File: src/rtl/uart_transmitter.sv
// 8N1 UART transmitter with a small byte FIFO between the CPU store port and the serial pin.
// First start-bit edge one cycle after acceptance into an empty idle FIFO; data_in_ready = !full.
module uart_transmitter #(
    parameter int CLOCK_FREQ = 125_000_000,
    parameter int BAUD_RATE  = 115_200,
    parameter int FIFO_DEPTH = 8
) (
    input  logic                               clk,
    input  logic                               rst,
    input  logic [7:0]                         data_in,
    input  logic                               data_in_valid,
    output logic                               data_in_ready,
    output logic                               serial_out,
    output logic                               busy,
    output logic [$clog2(FIFO_DEPTH+1)-1:0]    fifo_count
);

    localparam int SYMBOL_EDGE_TIME = CLOCK_FREQ / BAUD_RATE;
    localparam int SYM_W = (SYMBOL_EDGE_TIME > 1) ? $clog2(SYMBOL_EDGE_TIME) : 1;
    localparam int PTR_W = $clog2(FIFO_DEPTH);
    localparam int CNT_W = $clog2(FIFO_DEPTH + 1);
    localparam logic [SYM_W-1:0] SYM_LAST = SYM_W'(SYMBOL_EDGE_TIME - 1);
    localparam logic [CNT_W-1:0] CNT_FULL = CNT_W'(FIFO_DEPTH);

    typedef enum logic [1:0] {IDLE, START, DATA, STOP} state_t;

    state_t           r_state;
    logic [7:0]       r_mem [FIFO_DEPTH];
    logic [PTR_W-1:0] r_wr_ptr;
    logic [PTR_W-1:0] r_rd_ptr;
    logic [CNT_W-1:0] r_count;
    logic [SYM_W-1:0] r_sym_cnt;
    logic [2:0]       r_bit_cnt;
    logic [7:0]       r_shift;
    logic             r_serial;

    logic w_push;
    logic w_pop;
    logic w_empty;
    logic w_full;
    logic w_sym_last;

    assign w_empty    = (r_count == '0);
    assign w_full     = (r_count == CNT_FULL);
    assign w_sym_last = (r_sym_cnt == SYM_LAST);
    assign w_push     = data_in_valid && !w_full;
    // Pops happen from IDLE, or on the final stop cycle so frames run back-to-back.
    assign w_pop      = !w_empty && ((r_state == IDLE) || (r_state == STOP && w_sym_last));

    assign data_in_ready = !w_full;
    assign serial_out    = r_serial;
    assign busy          = (r_state != IDLE) || !w_empty;
    assign fifo_count    = r_count;

    always_ff @(posedge clk) begin
        if (w_push && !rst) begin
            r_mem[r_wr_ptr] <= data_in;
        end
    end

    always_ff @(posedge clk) begin
        if (rst) begin
            r_wr_ptr <= '0;
            r_rd_ptr <= '0;
            r_count  <= '0;
        end else begin
            if (w_push) r_wr_ptr <= r_wr_ptr + 1'b1;
            if (w_pop)  r_rd_ptr <= r_rd_ptr + 1'b1;
            case ({w_push, w_pop})
                2'b10:   r_count <= r_count + 1'b1;
                2'b01:   r_count <= r_count - 1'b1;
                default: r_count <= r_count;
            endcase
        end
    end

    // serial_out is loaded with the level of the bit being entered, so it is purely registered.
    always_ff @(posedge clk) begin
        if (rst) begin
            r_state   <= IDLE;
            r_serial  <= 1'b1;
            r_sym_cnt <= '0;
            r_bit_cnt <= '0;
            r_shift   <= '0;
        end else begin
            case (r_state)
                IDLE: begin
                    r_serial <= 1'b1;
                    if (w_pop) begin
                        r_shift   <= r_mem[r_rd_ptr];
                        r_sym_cnt <= '0;
                        r_bit_cnt <= '0;
                        r_serial  <= 1'b0;
                        r_state   <= START;
                    end
                end
                START: begin
                    if (w_sym_last) begin
                        r_sym_cnt <= '0;
                        r_serial  <= r_shift[0];
                        r_state   <= DATA;
                    end else begin
                        r_sym_cnt <= r_sym_cnt + 1'b1;
                    end
                end
                DATA: begin
                    if (w_sym_last) begin
                        r_sym_cnt <= '0;
                        if (r_bit_cnt == 3'd7) begin
                            r_serial <= 1'b1;
                            r_state  <= STOP;
                        end else begin
                            r_bit_cnt <= r_bit_cnt + 1'b1;
                            r_shift   <= r_shift >> 1;
                            r_serial  <= r_shift[1];
                        end
                    end else begin
                        r_sym_cnt <= r_sym_cnt + 1'b1;
                    end
                end
                STOP: begin
                    if (w_sym_last) begin
                        r_sym_cnt <= '0;
                        if (w_pop) begin
                            r_shift   <= r_mem[r_rd_ptr];
                            r_bit_cnt <= '0;
                            r_serial  <= 1'b0;
                            r_state   <= START;
                        end else begin
                            r_serial <= 1'b1;
                            r_state  <= IDLE;
                        end
                    end else begin
                        r_sym_cnt <= r_sym_cnt + 1'b1;
                    end
                end
                default: begin
                    r_serial <= 1'b1;
                    r_state  <= IDLE;
                end
            endcase
        end
    end

endmodule

File: config.mk
export PLATFORM = sky130hd
export DESIGN_NAME = uart_transmitter
export DESIGN_NICKNAME = d
export VERILOG_FILES = /design/src/rtl/uart_transmitter.sv
export SDC_FILE = /design/constraint.sdc
export NUM_CORES = 1
export LEC_CHECK = 0
export CAP_MARGIN = 20
export CELL_PAD_IN_SITES_DETAIL_PLACEMENT = 2
export CELL_PAD_IN_SITES_GLOBAL_PLACEMENT = 2
export CORE_UTILIZATION = 44
export CTS_BUF_LIST = sky130_fd_sc_hd__clkbuf_4
export DETAILED_ROUTE_END_ITERATION = 8
export GPL_TIMING_DRIVEN = 0
export PLACE_DENSITY = 0.93
export SLEW_MARGIN = 10
export SYNTH_ARGS = -nofsm -noshare
export SYNTH_HDL_FRONTEND = slang
export SYNTH_SLANG_ARGS = --single-unit
File: constraint.sdc
create_clock -name clk -period 3.1 [get_ports clk]
set_clock_uncertainty 0.05 [all_clocks]
set_input_delay 0.62 -clock clk [delete_from_list [all_inputs] [get_ports clk]]
set_output_delay 0.62 -clock clk [all_outputs]
set_load 0.05 [all_outputs]
==> impl_metrics.env <==
export IMPL_path_max_fanout=12
export IMPL_synth_area_sq_um=4560
export IMPL_die_area_sq_um=10800
export IMPL_grt_max_degree=22
export IMPL_synth_area_leaders="edfxtp_1 (42%), dfxtp_1 (17%), mux2i_1 (4.4%), ha_1 (4.1%), mux2_2 (3.5%)"
export IMPL_p_leak_nw=1.76
export IMPL_pwr_share_clk_pct=15.2
export IMPL_switching_power_w=0.00205
export IMPL_yosysWarnings=0
export IMPL_ys_types=51
export IMPL_grtUsageTotal_pct=25.5
export IMPL_synth_edf_count=64
export IMPL_drt_vias_per_instance=5.84
export IMPL_diodes=0
export IMPL_avgSynthCellArea_sq_um=12.4
export IMPL_dp_hpwl_um=9260
export IMPL_ios=18
export IMPL_pwr_share_seq_pct=36.7
export IMPL_critical_path_startpoint="r_state[0]$_SDFFE_PP0P_"
export IMPL_hold_viol=0
export IMPL_drt_iter0_drc=161
export IMPL_wire_per_inst_um=24.4
export IMPL_reg2reg_depth=12
export IMPL_power_density_nw_per_um2=924
export IMPL_drv_slew=0
export IMPL_port_buffers=17
export IMPL_path_class="reg2out"
export IMPL_worstHoldStart="serial_out$_SDFFE_PP1P_"
export IMPL_drtAntennaViolNets=0
export IMPL_min_period_ns=2.98
export IMPL_seq_area_frac_synth_pct=58.8
export IMPL_clk_pin_slew_worst_paths_ns=0.17
export IMPL_async_reset_ff_share_pct=0
export IMPL_start_util_pct=46.0
export IMPL_worstSkewPairLatency_ns=0.49
export IMPL_synth_top_area_share_pct=42.1
export IMPL_first_global_vias=3575
export IMPL_overflow=0
export IMPL_grt_antenna_before_repair=0
export IMPL_setup_slack_ns=0.124
export IMPL_fp_dieH_um=104
export IMPL_core_area_sq_um=9910
export IMPL_sw_frac_of_total_pct=43.1
export IMPL_end_kind="output pin"
export IMPL_place_ws_ns=-0.398
export IMPL_drt_pass1_iter_count=4
export IMPL_worstPathArrival_ns=2.31
export IMPL_pwr_share_comb_pct=48.0
export IMPL_min_path_type="reg2reg"
export IMPL_final_nets=429
export IMPL_synthMostInstantiatedCell="edfxtp_1"
export IMPL_clk_path_buf_depth=2
export IMPL_rows=36
export IMPL_cts_htree_levels=3
export IMPL_cts_tree="built"
export IMPL_gp_congestion=0.769
export IMPL_cts_buffers=9
export IMPL_rr_startpoint="r_state[0]$_SDFFE_PP0P_"
export IMPL_clock_sinks=102
export IMPL_ys_top_cells_by_count="edfxtp_1 (64), dfxtp_1 (38), nor2_1 (38)"
export IMPL_synth_fp_nets=395
export IMPL_crit_path_start_kind="flip-flop"
export IMPL_ys_flop_type="edfxtp_1"
export IMPL_internal_power_w=0.00270
export IMPL_vdd_drop_max_uv=541
export IMPL_post_route_period_util_pct=96.0
export IMPL_synth_cells=369
export IMPL_vias=3157
export IMPL_relSlewSlack_pct=37.6
export IMPL_syn2layout_area_growth_pct=12.7
export IMPL_worst_pin_slew_ns=0.932
export IMPL_fin_util_pct=51.9
export IMPL_drv_cap=0
export IMPL_worstHoldPathCells=2
export IMPL_routed_wl_um=13200
export IMPL_grt_pass1_wl_um=20500
export IMPL_drc=0
export IMPL_yosys_area_top_type="edfxtp_1"
export IMPL_layout_drive_gt1_share_pct=15.4
export IMPL_finalSetupViolations=0
export IMPL_root_buffer="clkbuf_4"
export IMPL_cp_required_ns=2.43
export IMPL_max_freq_mhz=336
export IMPL_die_w_um=104
export IMPL_hold_buffers=0
export IMPL_synth_seq_cells=102
export IMPL_status="finished clean"
==> metrics by stage <==
step / std cells / hold slack (ns) / total power [W] / setup TNS (ns) / cell area, sq um
after floorplan: 369 / 0.411 / 0.00327 / 0 / 4560
after global placement: 519 / 0.430 / 0.00372 / -0.726 / 4900
after detailed placement: 522 / 0.437 / 0.00389 / -0.469 / 4920
after CTS: 537 / 0.460 / 0.00463 / 0 / 5090
after global routing: 541 / 0.501 / 0.00500 / -0.0422 / 5140
final: 541 / 0.458 / 0.00475 / 0 / 5140
==> registers in the layout (all words and copies together) (netlist names), named ones only <==
signal      count
r_mem          64
fifo_count      4
r_wr_ptr        3
r_bit_cnt       3
r_rd_ptr        3
r_shift         8
r_state         2
serial_out      1
r_sym_cnt      11
==> area by class of cell <==
| type | count | area (sq um) |
|---|---|---|
| Fill cell | 969 | 4770 |
| Clock inverter | 7 | 85.1 |
| Sequential cell | 102 | 2680 |
| Timing Repair Buffer | 24 | 216 |
| Tap cell | 133 | 166 |
| Inverter | 6 | 22.5 |
| Buffer | 14 | 66.3 |
| Multi-Input combinational cell | 246 | 1840 |
| Clock buffer | 9 | 67.6 |
==> placed cells by master, fill, tap and decap left out, types with 3 or more instances in the layout <==
cell type | netlist | routed
clkbuf_1 | 7 | 6
a311oi_1 | 5 | 5
and2_1 | 3 | 3
a22o_1 | 7 | 7
a21oi_1 | 9 | 9
a211oi_2 | 5 | 5
a22oi_1 | 4 | 4
nand2b_1 | 5 | 5
buf_2 | 4 | 7
clkbuf_4 | 0 | 9
clkinv_8 | 0 | 3
xor2_1 | 6 | 6
dfxtp_1 | 38 | 38
clkdlybuf4s50_1 | 0 | 16
nor2_1 | 38 | 38
nand2_1 | 15 | 14
o21ai_0 | 9 | 9
inv_1 | 6 | 6
buf_4 | 0 | 4
a211oi_1 | 3 | 3
mux2_2 | 14 | 14
nand3_1 | 11 | 11
nor3_1 | 22 | 21
mux2i_1 | 20 | 20
ha_1 | 15 | 14
nor3b_1 | 5 | 5
nor2b_1 | 10 | 10
o22ai_1 | 7 | 7
or3_1 | 3 | 3
edfxtp_1 | 64 | 64
==> worst paths after layout <==
kind / end / slack [ns]
worst min register to register: serial_out$_SDFFE_PP1P_ / 0.46
worst max-delay path: busy / 0.12
worst min-delay path: serial_out$_SDFFE_PP1P_ / 0.46
worst max register to register: fifo_count[2]$_SDFFE_PP0P_ / 0.17
==> metal layers <==
layer	routed length, um	GRT usage (%)	vias up	part of all wire [%]
met4	296	8.27	0	2.2
met2	6840	44.3	50	52
met1	5660	31.8	1624	43
met5	0	0	-	0
li1	-	-	1463	-
met3	381	4.85	20	2.9
==> power groups by stage <==
stage | Combinational, W | Sequential, W | Clock, W
final | 0.00228 | 0.00174 | 0.000724
after global routing | 0.00246 | 0.00176 | 0.000779
after CTS | 0.00217 | 0.00173 | 0.000734
after detailed placement | 0.00213 | 0.00176 | 0
after global placement | 0.00197 | 0.00174 | 0
after floorplan | 0.00146 | 0.00181 | 0
==> kinds of logic (layout without fill, tap and decap cells) <==
logic type | count (synthesis) | after routing | share of synthesized area (%)
AOI/OAI and AO/OA | 61 | 61 | 10.4
adders and majority gates | 15 | 15 | 4.11
xor gates and xnor gates | 8 | 8 | 1.54
buffers and inverters | 21 | 60 | 2.03
and+or+nand+nor | 127 | 127 | 14.8
muxes | 35 | 35 | 8.34
DFF | 102 | 102 | 58.8
==> worst max-delay path, stage by stage (launching register included) <==
cell	delay, ns
dfxtp_1	0.41
inv_1	0.15
ha_1	0.17
clkbuf_1	0.41
nand2_2	0.29
clkdlybuf4s15_2	0.40
==> what timing repair did <==
action                                  CTS  global route
gates cloned                              0             0
resized for setup                         7             3
endpoints found under the setup margin    4             2
buffers inserted                          0             4
pin swaps                                 1             2
Power figures use the tool's default switching activity.
